### src/rtl/key_scan_sched_if.sv
// Pin-side and consumer-side signals of the key scanner; master = scanner, slave = consumer.
// KEY_RELEASE_FLAG_EN adds the key_rel_flag release-pulse vector.
interface key_scan_sched_if #(
    parameter int NUM_KEYS = 4
) ();
    logic [NUM_KEYS-1:0] key_in;
    logic [NUM_KEYS-1:0] key_flag;
    logic [NUM_KEYS-1:0] key_state;
    logic                scan_busy;
`ifdef KEY_RELEASE_FLAG_EN
    logic [NUM_KEYS-1:0] key_rel_flag;
`endif

    modport master (
        input  key_in,
        output key_flag,
        output key_state,
        output scan_busy
`ifdef KEY_RELEASE_FLAG_EN
        ,
        output key_rel_flag
`endif
    );

    modport slave (
        output key_in,
        input  key_flag,
        input  key_state,
        input  scan_busy
`ifdef KEY_RELEASE_FLAG_EN
        ,
        input  key_rel_flag
`endif
    );
endinterface

### src/rtl/key_scan_sched.sv
// Round-robin debouncer: one prescaler tick starts a scan visiting one key per clock through a
// single shared comparator/counter. Optional KEY_RELEASE_FLAG_EN adds release pulses.
module key_scan_sched #(
    parameter int NUM_KEYS     = 4,
    parameter int TICK_DIV     = 50000,
    parameter int STABLE_TICKS = 20
) (
    input  logic             sys_clk,
    input  logic             sys_rst,
    key_scan_sched_if.master bus
);
    localparam int PRE_W = $clog2(TICK_DIV);
    localparam int IDX_W = (NUM_KEYS > 1) ? $clog2(NUM_KEYS) : 1;
    localparam int CNT_W = $clog2(STABLE_TICKS);

    localparam logic [PRE_W-1:0] PRE_LAST = PRE_W'(TICK_DIV - 1);
    localparam logic [IDX_W-1:0] IDX_LAST = IDX_W'(NUM_KEYS - 1);
    localparam logic [CNT_W-1:0] CNT_LAST = CNT_W'(STABLE_TICKS - 1);

    if (NUM_KEYS < 1 || NUM_KEYS > 16) begin : g_bad_num_keys
        $error("NUM_KEYS must be in 1..16");
    end
    if (TICK_DIV <= NUM_KEYS + 1) begin : g_bad_tick_div
        $error("TICK_DIV must exceed NUM_KEYS + 1");
    end
    if (STABLE_TICKS < 2 || STABLE_TICKS > 255) begin : g_bad_stable_ticks
        $error("STABLE_TICKS must be in 2..255");
    end

    typedef enum logic {
        IDLE = 1'b0,
        SCAN = 1'b1
    } state_t;

    function automatic logic [CNT_W-1:0] cnt_sat_inc(input logic [CNT_W-1:0] c);
        return (c == CNT_LAST) ? c : c + CNT_W'(1);
    endfunction

    // ---- Stage p0/p1: two-flop synchroniser, idle-high ----
    logic [NUM_KEYS-1:0] key_meta_p0;
    logic [NUM_KEYS-1:0] key_sync_p1;

    always_ff @(posedge sys_clk or posedge sys_rst) begin
        if (sys_rst) begin
            key_meta_p0 <= '1;
            key_sync_p1 <= '1;
        end else begin
            key_meta_p0 <= bus.key_in;
            key_sync_p1 <= key_meta_p0;
        end
    end

    logic [PRE_W-1:0] pre_cnt;
    logic             tick;

    assign tick = (pre_cnt == PRE_LAST);

    always_ff @(posedge sys_clk or posedge sys_rst) begin
        if (sys_rst) begin
            pre_cnt <= '0;
        end else begin
            pre_cnt <= tick ? '0 : pre_cnt + PRE_W'(1);
        end
    end

    state_t           state_q;
    state_t           state_d;
    logic [IDX_W-1:0] idx_q;
    logic [IDX_W-1:0] idx_d;
    logic             vld_p1;

    always_ff @(posedge sys_clk or posedge sys_rst) begin
        if (sys_rst) begin
            state_q <= IDLE;
            idx_q   <= '0;
        end else begin
            state_q <= state_d;
            idx_q   <= idx_d;
        end
    end

    always_comb begin
        state_d = state_q;
        idx_d   = idx_q;
        vld_p1  = 1'b0;
        unique case (state_q)
            IDLE: begin
                if (tick) begin
                    state_d = SCAN;
                    idx_d   = '0;
                end
            end
            SCAN: begin
                vld_p1 = 1'b1;
                if (idx_q == IDX_LAST) begin
                    state_d = IDLE;
                    idx_d   = '0;
                end else begin
                    idx_d = idx_q + IDX_W'(1);
                end
            end
        endcase
    end

    assign bus.scan_busy = (state_q == SCAN);

    // ---- Stage p1: shared comparator / incrementer for the visited key ----
    logic [CNT_W-1:0]    cnt_q [NUM_KEYS];
    logic [NUM_KEYS-1:0] key_lvl_p2;
    logic                sync_sel_p1;
    logic                lvl_sel_p1;
    logic [CNT_W-1:0]    cnt_sel_p1;
    logic                mismatch_p1;
    logic                accept_p1;
    logic [CNT_W-1:0]    cnt_nxt_p1;

    assign sync_sel_p1 = key_sync_p1[idx_q];
    assign lvl_sel_p1  = key_lvl_p2[idx_q];
    assign cnt_sel_p1  = cnt_q[idx_q];
    assign mismatch_p1 = (sync_sel_p1 != lvl_sel_p1);
    assign accept_p1   = vld_p1 && mismatch_p1 && (cnt_sel_p1 == CNT_LAST);
    assign cnt_nxt_p1  = (!mismatch_p1 || accept_p1) ? '0 : cnt_sat_inc(cnt_sel_p1);

    // ---- Stage p2: committed levels and one-cycle pulses ----
    logic [NUM_KEYS-1:0] flag_p2;
`ifdef KEY_RELEASE_FLAG_EN
    logic [NUM_KEYS-1:0] rel_flag_p2;
`endif

    always_ff @(posedge sys_clk or posedge sys_rst) begin
        if (sys_rst) begin
            for (int i = 0; i < NUM_KEYS; i++) begin
                cnt_q[i] <= '0;
            end
            key_lvl_p2 <= '1;
            flag_p2    <= '0;
`ifdef KEY_RELEASE_FLAG_EN
            rel_flag_p2 <= '0;
`endif
        end else begin
            flag_p2 <= '0;
`ifdef KEY_RELEASE_FLAG_EN
            rel_flag_p2 <= '0;
`endif
            if (vld_p1) begin
                cnt_q[idx_q] <= cnt_nxt_p1;
                if (accept_p1) begin
                    key_lvl_p2[idx_q] <= sync_sel_p1;
                    if (!sync_sel_p1) begin
                        flag_p2[idx_q] <= 1'b1;
                    end
`ifdef KEY_RELEASE_FLAG_EN
                    if (sync_sel_p1) begin
                        rel_flag_p2[idx_q] <= 1'b1;
                    end
`endif
                end
            end
        end
    end

    assign bus.key_flag  = flag_p2;
    assign bus.key_state = key_lvl_p2;
`ifdef KEY_RELEASE_FLAG_EN
    assign bus.key_rel_flag = rel_flag_p2;
`endif

endmodule
### src/flat_wrapper.sv
// flat-port wrapper written by rule: the top's interface ports become plain ports
module key_scan_sched_flat 
#(
    parameter int NUM_KEYS     = 4,
    parameter int TICK_DIV     = 50000,
    parameter int STABLE_TICKS = 20
)
  (sys_clk, sys_rst, bus_key_in, bus_key_flag, bus_key_state, bus_scan_busy);
  key_scan_sched_if #(.NUM_KEYS(NUM_KEYS)) bus_i ();
  input  logic sys_clk;
  input  logic sys_rst;
  input wire logic [$bits(bus_i.key_in)-1:0] bus_key_in;
  output wire logic [$bits(bus_i.key_flag)-1:0] bus_key_flag;
  output wire logic [$bits(bus_i.key_state)-1:0] bus_key_state;
  output wire logic [$bits(bus_i.scan_busy)-1:0] bus_scan_busy;
  assign bus_i.key_in = bus_key_in;
  assign bus_key_flag = bus_i.key_flag;
  assign bus_key_state = bus_i.key_state;
  assign bus_scan_busy = bus_i.scan_busy;
  key_scan_sched #(.NUM_KEYS(NUM_KEYS), .TICK_DIV(TICK_DIV), .STABLE_TICKS(STABLE_TICKS)) u_core (.sys_clk(sys_clk), .sys_rst(sys_rst), .bus(bus_i));
endmodule
### config.mk
export PLATFORM = sky130hd
export DESIGN_NAME = key_scan_sched_flat
export DESIGN_NICKNAME = d
export VERILOG_FILES = /design/src/rtl/key_scan_sched_if.sv /design/src/rtl/key_scan_sched.sv /design/src/flat_wrapper.sv
export SDC_FILE = /design/constraint.sdc
export NUM_CORES = 1
export LEC_CHECK = 0
export ABC_AREA = 1
export BUFFER_PORTS_ARGS = -buffer_cell sky130_fd_sc_hd__buf_2
export CAP_MARGIN = 10
export CORE_MARGIN = 3
export CORE_UTILIZATION = 34
export DETAILED_ROUTE_END_ITERATION = 6
export GPL_TIMING_DRIVEN = 0
export PLACE_DENSITY = 0.53
export SYNTH_ARGS = -nofsm -noshare
export SYNTH_HDL_FRONTEND = slang
export SYNTH_SLANG_ARGS = --single-unit
### constraint.sdc
create_clock -name sys_clk -period 2.11 [get_ports sys_clk]
set_clock_uncertainty 0.1 [all_clocks]
set_input_delay 0.422 -clock sys_clk [delete_from_list [all_inputs] [get_ports sys_clk]]
set_output_delay 0.422 -clock sys_clk [all_outputs]
set_load 0.1 [all_outputs]
* Yosys cells after proc, flatten, opt, wreduce, memory -nomap -nowiden *
Cells that the tools add are included.

operators by class
  shifts and indexed selects = 0
  multiplexer cells = 26
  equal/unequal tests = 5
  $mul = 0
  reductions and logical operators = 7
  divide/modulo/power cells = 0
  $lt $le $gt $ge = 4
  add/subtract/negate cells = 3
  bitwise operators = 2

operators by type and width
  kind                                                                number
  two-way mux 5 bit                                                   5
  bitwise mux 20 bit                                                  1
  adder 16 x 1 -> 16 bit (second input constant)                      1
  equality test 16 bit (second input constant)                        1
  two-way mux 16 bit                                                  1
  two-way mux 4 bit                                                   3
  binary-select mux 5 bit (select 2 bit)                              1
  demux 5 bit (select 2 bit)                                          1
  two-way mux 1 bit                                                   6
  adder 5 x 1 -> 5 bit (second input constant)                        1
  equality test 5 bit (second input constant)                         1
  binary-select mux 1 bit (select 2 bit)                              2
  bitwise mux 4 bit                                                   1
  logical AND 1 bit                                                   4
  two-way mux 2 bit                                                   2
  one-hot mux 2 bit (2 select lines)                                  1
  greater-or-equal comparator 3 bit (second input constant)           1
  < comparator 2 x 3 -> 1 bit (second input constant)                 1
  < comparator 3 x 1 -> 1 bit (second input constant)                 1
  inverter 2 -> 3 bit                                                 1
  adder 2 x 1 -> 2 bit (second input constant)                        1
  demux 1 bit (select 2 bit)                                          1
  equality test 2 bit (second input constant)                         1
  greater-or-equal comparator 2 x 1 -> 1 bit (second input constant)  1
  7 further kinds                                                     7

storage, ports and cells
  RAM bits = 0
  memory bits (read-only) = 0
  latch bits = 0
  output and inout bits = 9
  memories kept = 0
  flip-flop bits (word level) = 55

* Depth between registers and ports, before layout *
  word-level depth = 9
  depth in mapped cells = 14
  depth with buffers taken out = 13

* Least setup slack after synthesis *
No wires, ideal clock.

  kind = register to register
  start point = register u_core.idx_q[0]
  end point = register u_core.key_lvl_p2[1] (netlist: u_core.bus.key_state[1])
  arrival time = 1898 ps
  period minus slack after synthesis = 2076 ps
  stages on the path, launching flop included = 15
  buffers on the path = 2
  library setup time = 77 ps
  path slack = 34 ps
  cell sequence = dfrtp_1 inv_2 buf_6 nor2_1 nor2_1 o21ai_0 nand2_1 ha_1 nand3_2 nor2_4 nor2b_4 buf_6 nand2_1 nand2_1 nand2_1

between the ends
  word-level cells in the longest chain between the ends = 7
  elaborated cells between the ends (all ways) = 19
  those cells by class = 2 x order compare; 2 x eq/ne; 10 x mux; 1 x bitwise; 4 x reduce/logical

RTL lines
  item                                                   line                   source
  from (decl)                                            key_scan_sched.sv:68   logic [IDX_W-1:0] idx_q;
  from (signal assigned)                                 key_scan_sched.sv:78   idx_q <= idx_d;
  inverter 2 -> 3 bit (implied by the code)              key_scan_sched.sv:119  assign cnt_sel_p1 = cnt_q[idx_q];
  binary-select mux 5 bit (select 2 bit)                 key_scan_sched.sv:119
  two-way mux 5 bit (implied by the code) (2 in series)  key_scan_sched.sv:119
  equality test 5 bit                                    key_scan_sched.sv:121  assign accept_p1 = vld_p1 && mismatch_p1 && (cnt_sel_p1 == CNT_LAST);
  logical AND 1 bit                                      key_scan_sched.sv:121
  AND reduction 2 bit (no line)                          --
  to (signal, indexed assignment)                        key_scan_sched.sv:148  key_lvl_p2[idx_q] <= sync_sel_p1;
  to (decl)                                              key_scan_sched.sv:109  logic [NUM_KEYS-1:0] key_lvl_p2;

Parallel ways exist; a longest one is shown, timed or not. The select of a mux whose other input is x is not followed.
A chain may end at the register's enable or synchronous reset.

* Final worst setup path *
  start point = register u_core.idx_q[0]
  end point = register u_core.key_lvl_p2[0] (netlist: u_core.bus.key_state[0])

Same word-level chain as after synthesis.

==> flow_summary_export.csv <==
group,metric,value,unit
job,max_cap_viol_count,0,
clock_network,cts_buffer_depth,2,
pwr,clockPowerShare,37.9,%
yosys,syn_area,2720,um2
global_routing,grt_pass1_wl,10.1,mm
final_layout,finalNetCount,377,
floorplan,die_y,95.4,um
setup_path,worst-r2r-setup-slack,60,ps
yosys,netlist_instances,333,
pwr,peakVddDrop,0.319,mV
pwr,combinationalPowerShare,2.7,%
timing,maxSlewHeadroom,59.1,%
pwr,sw_frac_of_total,22.6,%
floorplan,design.portCount,15,
pwr,pwr-share-seq,59.4,%
timing,rsz_0062_raised_after_global_routing,"yes",
clock_network,cts.clk_slew.worst_paths,100,ps
yosys,synth_mux_area_share,0,%
drt,vias,2248,
yosys,parity_gate_share_of_the_synthesized_area_counting_xor_and_xnor_cells,2.58,%
drt,wl_per_cell,12.9,um
setup_path,worstReg2RegEnd,"u_core.bus.key_state[0]$_DFFE_PP1P_",
setup_path,timing.critical_path.fanout_max,18,
floorplan,fp.coreArea,7490,um2
global_routing,number_of_antenna_violations_at_the_first_check_in_global_routing,0,
setup_path,worst_path_required_time,2270,ps
place,routabilityCongestion,0.870,
timing,min_period_over_period,97.3,%
yosys,synth_compound_area_share,2.35,%
yosys,synth-warning-count,0,
yosys,synth.yosys.seq_area_share,51.2,%
place,total_half_perimeter_wirelength_after_legalization_and_detailed_placement,4.13,mm
place,place_inst,447,
drt,first_iter_violations,133,
timing,timing_worst_slew_pin_value,613,ps
final_layout,flow.area_growth_from_synthesis,17.6,%
timing,timing_hold_violations_final,0,
yosys,edff_count_synth,0,
timing,period_needed,2050,ps
global_routing,grt_start_max_net_pins,29,
drt,drt-pass1-iter-count,4,
global_routing,first_global_vias,2118,
setup_path,reg2reg_depth,13,
worst_hold_path,hold_path_class,"input pin to asynchronous set/reset pin",
place,place.port_buffers,14,
drt,routed_via_density,4.83,
setup_path,cp-start-kind,"flip-flop",
clock_network,clock_tree_from_tritoncts,"yes",
final_layout,layoutNonFillerInstCount,465,
clock_network,ctsHtreeMaxLevel,2,
clock_network,clock-root-buffer,"sky130_fd_sc_hd__clkbuf_8",
clock_network,cts.sink_count,55,
timing,fmaxAchievable,0.487,GHz
place,preCtsSetupSlack,-333,ps
yosys,fraction_of_synthesis_flops_using_an_asynchronous_set_or_reset_pin,100,%
clock_network,worstSkewPairLatency,310,ps
floorplan,die-area,9100,um2
floorplan,initial_core_util,36.3,%
final_layout,drive_above_1_share,20.8,%
pwr,intPower,1.39,mW
timing,timing.final.setup_violations,0,
yosys,synth.distinct_cells,29,
pwr,power.static_leakage,1.70,nW
yosys,combinational_family_with_the_most_area_after_synthesis,"simple AND/OR/NAND/NOR gates",
yosys,yosys_register_bits,55,
setup_path,worstSetupPathType,"flip-flop to flip-flop",
timing,final_critical_path_setup_slack,56.8,ps
setup_path,crit_arrival,2210,ps
clock_network,cts_hold_repair.buffers,0,
pwr,net-switching-power,0.407,mW
clock_network,cts-buffers-inserted,5,
global_routing,track_usage,14.3,%
global_routing,globalRoute.totalOverflow,0,
yosys,synth_simple_gate_area_share,34.2,%
floorplan,floorplan_row_count,31,
drt,post-route-drc-count,0,
timing,number_of_max_slew_violations_in_the_final_report,0,
yosys,synth_top_flop_cell,"sky130_fd_sc_hd__dfrtp_1",
floorplan,die_x,95.4,um
setup_path,timing.critical_path.from,"u_core.idx_q[0]$_DFFE_PP0P_",
setup_path,launch_instance_of_the_worst_register_to_register_path,"u_core.idx_q[0]$_DFFE_PP0P_",
yosys,postSynthNetCount,345,
yosys,yosys.area_share.adder,2.76,%
pwr,p_per_area,564,nW/um2
final_layout,num_antenna_cells,0,
drt,route.antenna.remaining_nets,0,
drt,wl,5.99,mm
setup_path,cp-end-kind,"flip-flop",
yosys,synthesis.area_per_instance,8.16,um2
run_status,result_of_the_run,"finished clean",
-- kinds of logic after synthesis --
kind of cell	Yosys count
AND/OR/NAND/NOR	214
flip-flops	55
buffers and inverters	39
AO/OA/AOI/OAI	11
XOR/XNOR	8
adder cells (fa/ha/maj)	6
-- worst max-delay path: stages (launching register included) --
cell                      delay, ps
sky130_fd_sc_hd__dfrtp_2        470
sky130_fd_sc_hd__inv_8          130
sky130_fd_sc_hd__nor2_1          50
sky130_fd_sc_hd__nor2_1          70
sky130_fd_sc_hd__o21ai_1         70
sky130_fd_sc_hd__nand2_1        140
sky130_fd_sc_hd__ha_4           170
sky130_fd_sc_hd__nand3_4         90
sky130_fd_sc_hd__nor2_4         190
sky130_fd_sc_hd__nor2b_4        210
sky130_fd_sc_hd__buf_6          140
sky130_fd_sc_hd__nand2_2         50
sky130_fd_sc_hd__nand2_1         70
sky130_fd_sc_hd__nand2_1         40
-- layout make-up --
class,count,area [um2]
Buffer,6,63.8
Clock buffer,6,93.8
Clock inverter,2,17.5
Fill cell,790,4290
Inverter,32,128
Multi-Input combinational cell,239,1200
Sequential cell,55,1390
Tap cell,99,124
Timing Repair Buffer,26,180
-- power by group through the flow --
stage / clock [mW] / combinational, mW / sequential [mW]
after floorplan: 0 / 0.0304 / 1.09
after global placement: 0 / 0.0451 / 1.09
after detailed placement: 0 / 0.0505 / 1.09
after CTS: 0.708 / 0.0505 / 1.07
after global routing: 0.742 / 0.0561 / 1.07
final: 0.684 / 0.0486 / 1.07
-- sequential cells by signal, summed over array words and instances (netlist names) --
name and count:
u_core.bus.key_flag 4, u_core.bus.key_state 4, u_core.bus.scan_busy 1, u_core.cnt_q 20, u_core.idx_q 2, u_core.key_meta_p0 4, u_core.key_sync_p1 4, u_core.pre_cnt 16
-- what timing repair did --
item / in CTS / in global routing
gates resized for setup: 4 / 21
cloned: 0 / 1
endpoints found under the setup margin: 28 / 28
setup buffers: 4 / 6
pin swaps: 1 / 8
-- placed cells by master, fill, tap and decap left out, types with 3 or more instances in the layout --
master                     instances
sky130_fd_sc_hd__nand2_1         114
sky130_fd_sc_hd__nand3_1          46
sky130_fd_sc_hd__dfrtp_1          42
sky130_fd_sc_hd__inv_1            27
sky130_fd_sc_hd__nor2_1           25
sky130_fd_sc_hd__buf_2            14
sky130_fd_sc_hd__dfstp_2          12
sky130_fd_sc_hd__nand2_2          11
sky130_fd_sc_hd__buf_4             9
sky130_fd_sc_hd__xor2_1            7
sky130_fd_sc_hd__buf_6             6
sky130_fd_sc_hd__nand4_1           5
sky130_fd_sc_hd__ha_1              5
sky130_fd_sc_hd__clkbuf_8          5
sky130_fd_sc_hd__nor3_1            4
sky130_fd_sc_hd__inv_2             3
sky130_fd_sc_hd__a21oi_1           3
sky130_fd_sc_hd__o21ai_0           3
-- cells in the mapped netlist, types with 2 or more instances --
master | number | area, um2
sky130_fd_sc_hd__a21oi_1 | 4 | 20.0
sky130_fd_sc_hd__buf_6 | 5 | 56.3
sky130_fd_sc_hd__dfrtp_1 | 43 | 1080
sky130_fd_sc_hd__dfstp_2 | 12 | 315
sky130_fd_sc_hd__ha_1 | 6 | 75.1
sky130_fd_sc_hd__inv_1 | 28 | 105
sky130_fd_sc_hd__inv_2 | 3 | 11.3
sky130_fd_sc_hd__nand2_1 | 123 | 462
sky130_fd_sc_hd__nand2_2 | 3 | 18.8
sky130_fd_sc_hd__nand3_1 | 46 | 230
sky130_fd_sc_hd__nand3_2 | 2 | 20.0
sky130_fd_sc_hd__nand4_1 | 5 | 31.3
sky130_fd_sc_hd__nor2_1 | 25 | 93.8
sky130_fd_sc_hd__nor3_1 | 4 | 20.0
sky130_fd_sc_hd__o21ai_0 | 4 | 20.0
sky130_fd_sc_hd__xor2_1 | 7 | 61.3
-- worst max path at each step --
stage / end / slack [ps] / depth (start not counted)
3_5_place_dp: u_core.bus.key_state[1]$_DFFE_PP1P_ / -330 / 14
5_1_grt: u_core.bus.key_state[1]$_DFFE_PP1P_ / -60 / 12
6_report: u_core.bus.key_state[0]$_DFFE_PP1P_ / 60 / 13
4_1_cts: u_core.bus.key_state[1]$_DFFE_PP1P_ / 5 / 14
2_1_floorplan: u_core.bus.key_state[1]$_DFFE_PP1P_ / 30 / 14
3_3_place_gp: u_core.cnt_q[1]$_DFFE_PP0P_ / -490 / 2
-- metal layers --
metal | track usage (%) | wire (um)
met1 | 19.8 | 2940
met2 | 22.9 | 2770
met3 | 2.60 | 195
met4 | 4.27 | 78
met5 | 0 | 0
-- per-stage QoR --
step	power, mW	hold WS (ps)	cell area, um2	utilization (%)	setup TNS (ps)
3_5_place_dp	1.14	248	2930	39.2	-7860
6_report	1.80	68.6	3200	42.7	0
2_1_floorplan	1.12	245	2720	-	0
3_3_place_gp	1.13	246	2910	38.9	-28370
5_1_grt	1.87	71.1	3200	42.7	-700
4_1_cts	1.83	82.5	3070	41.0	0
Power figures use the tool's default switching activity.
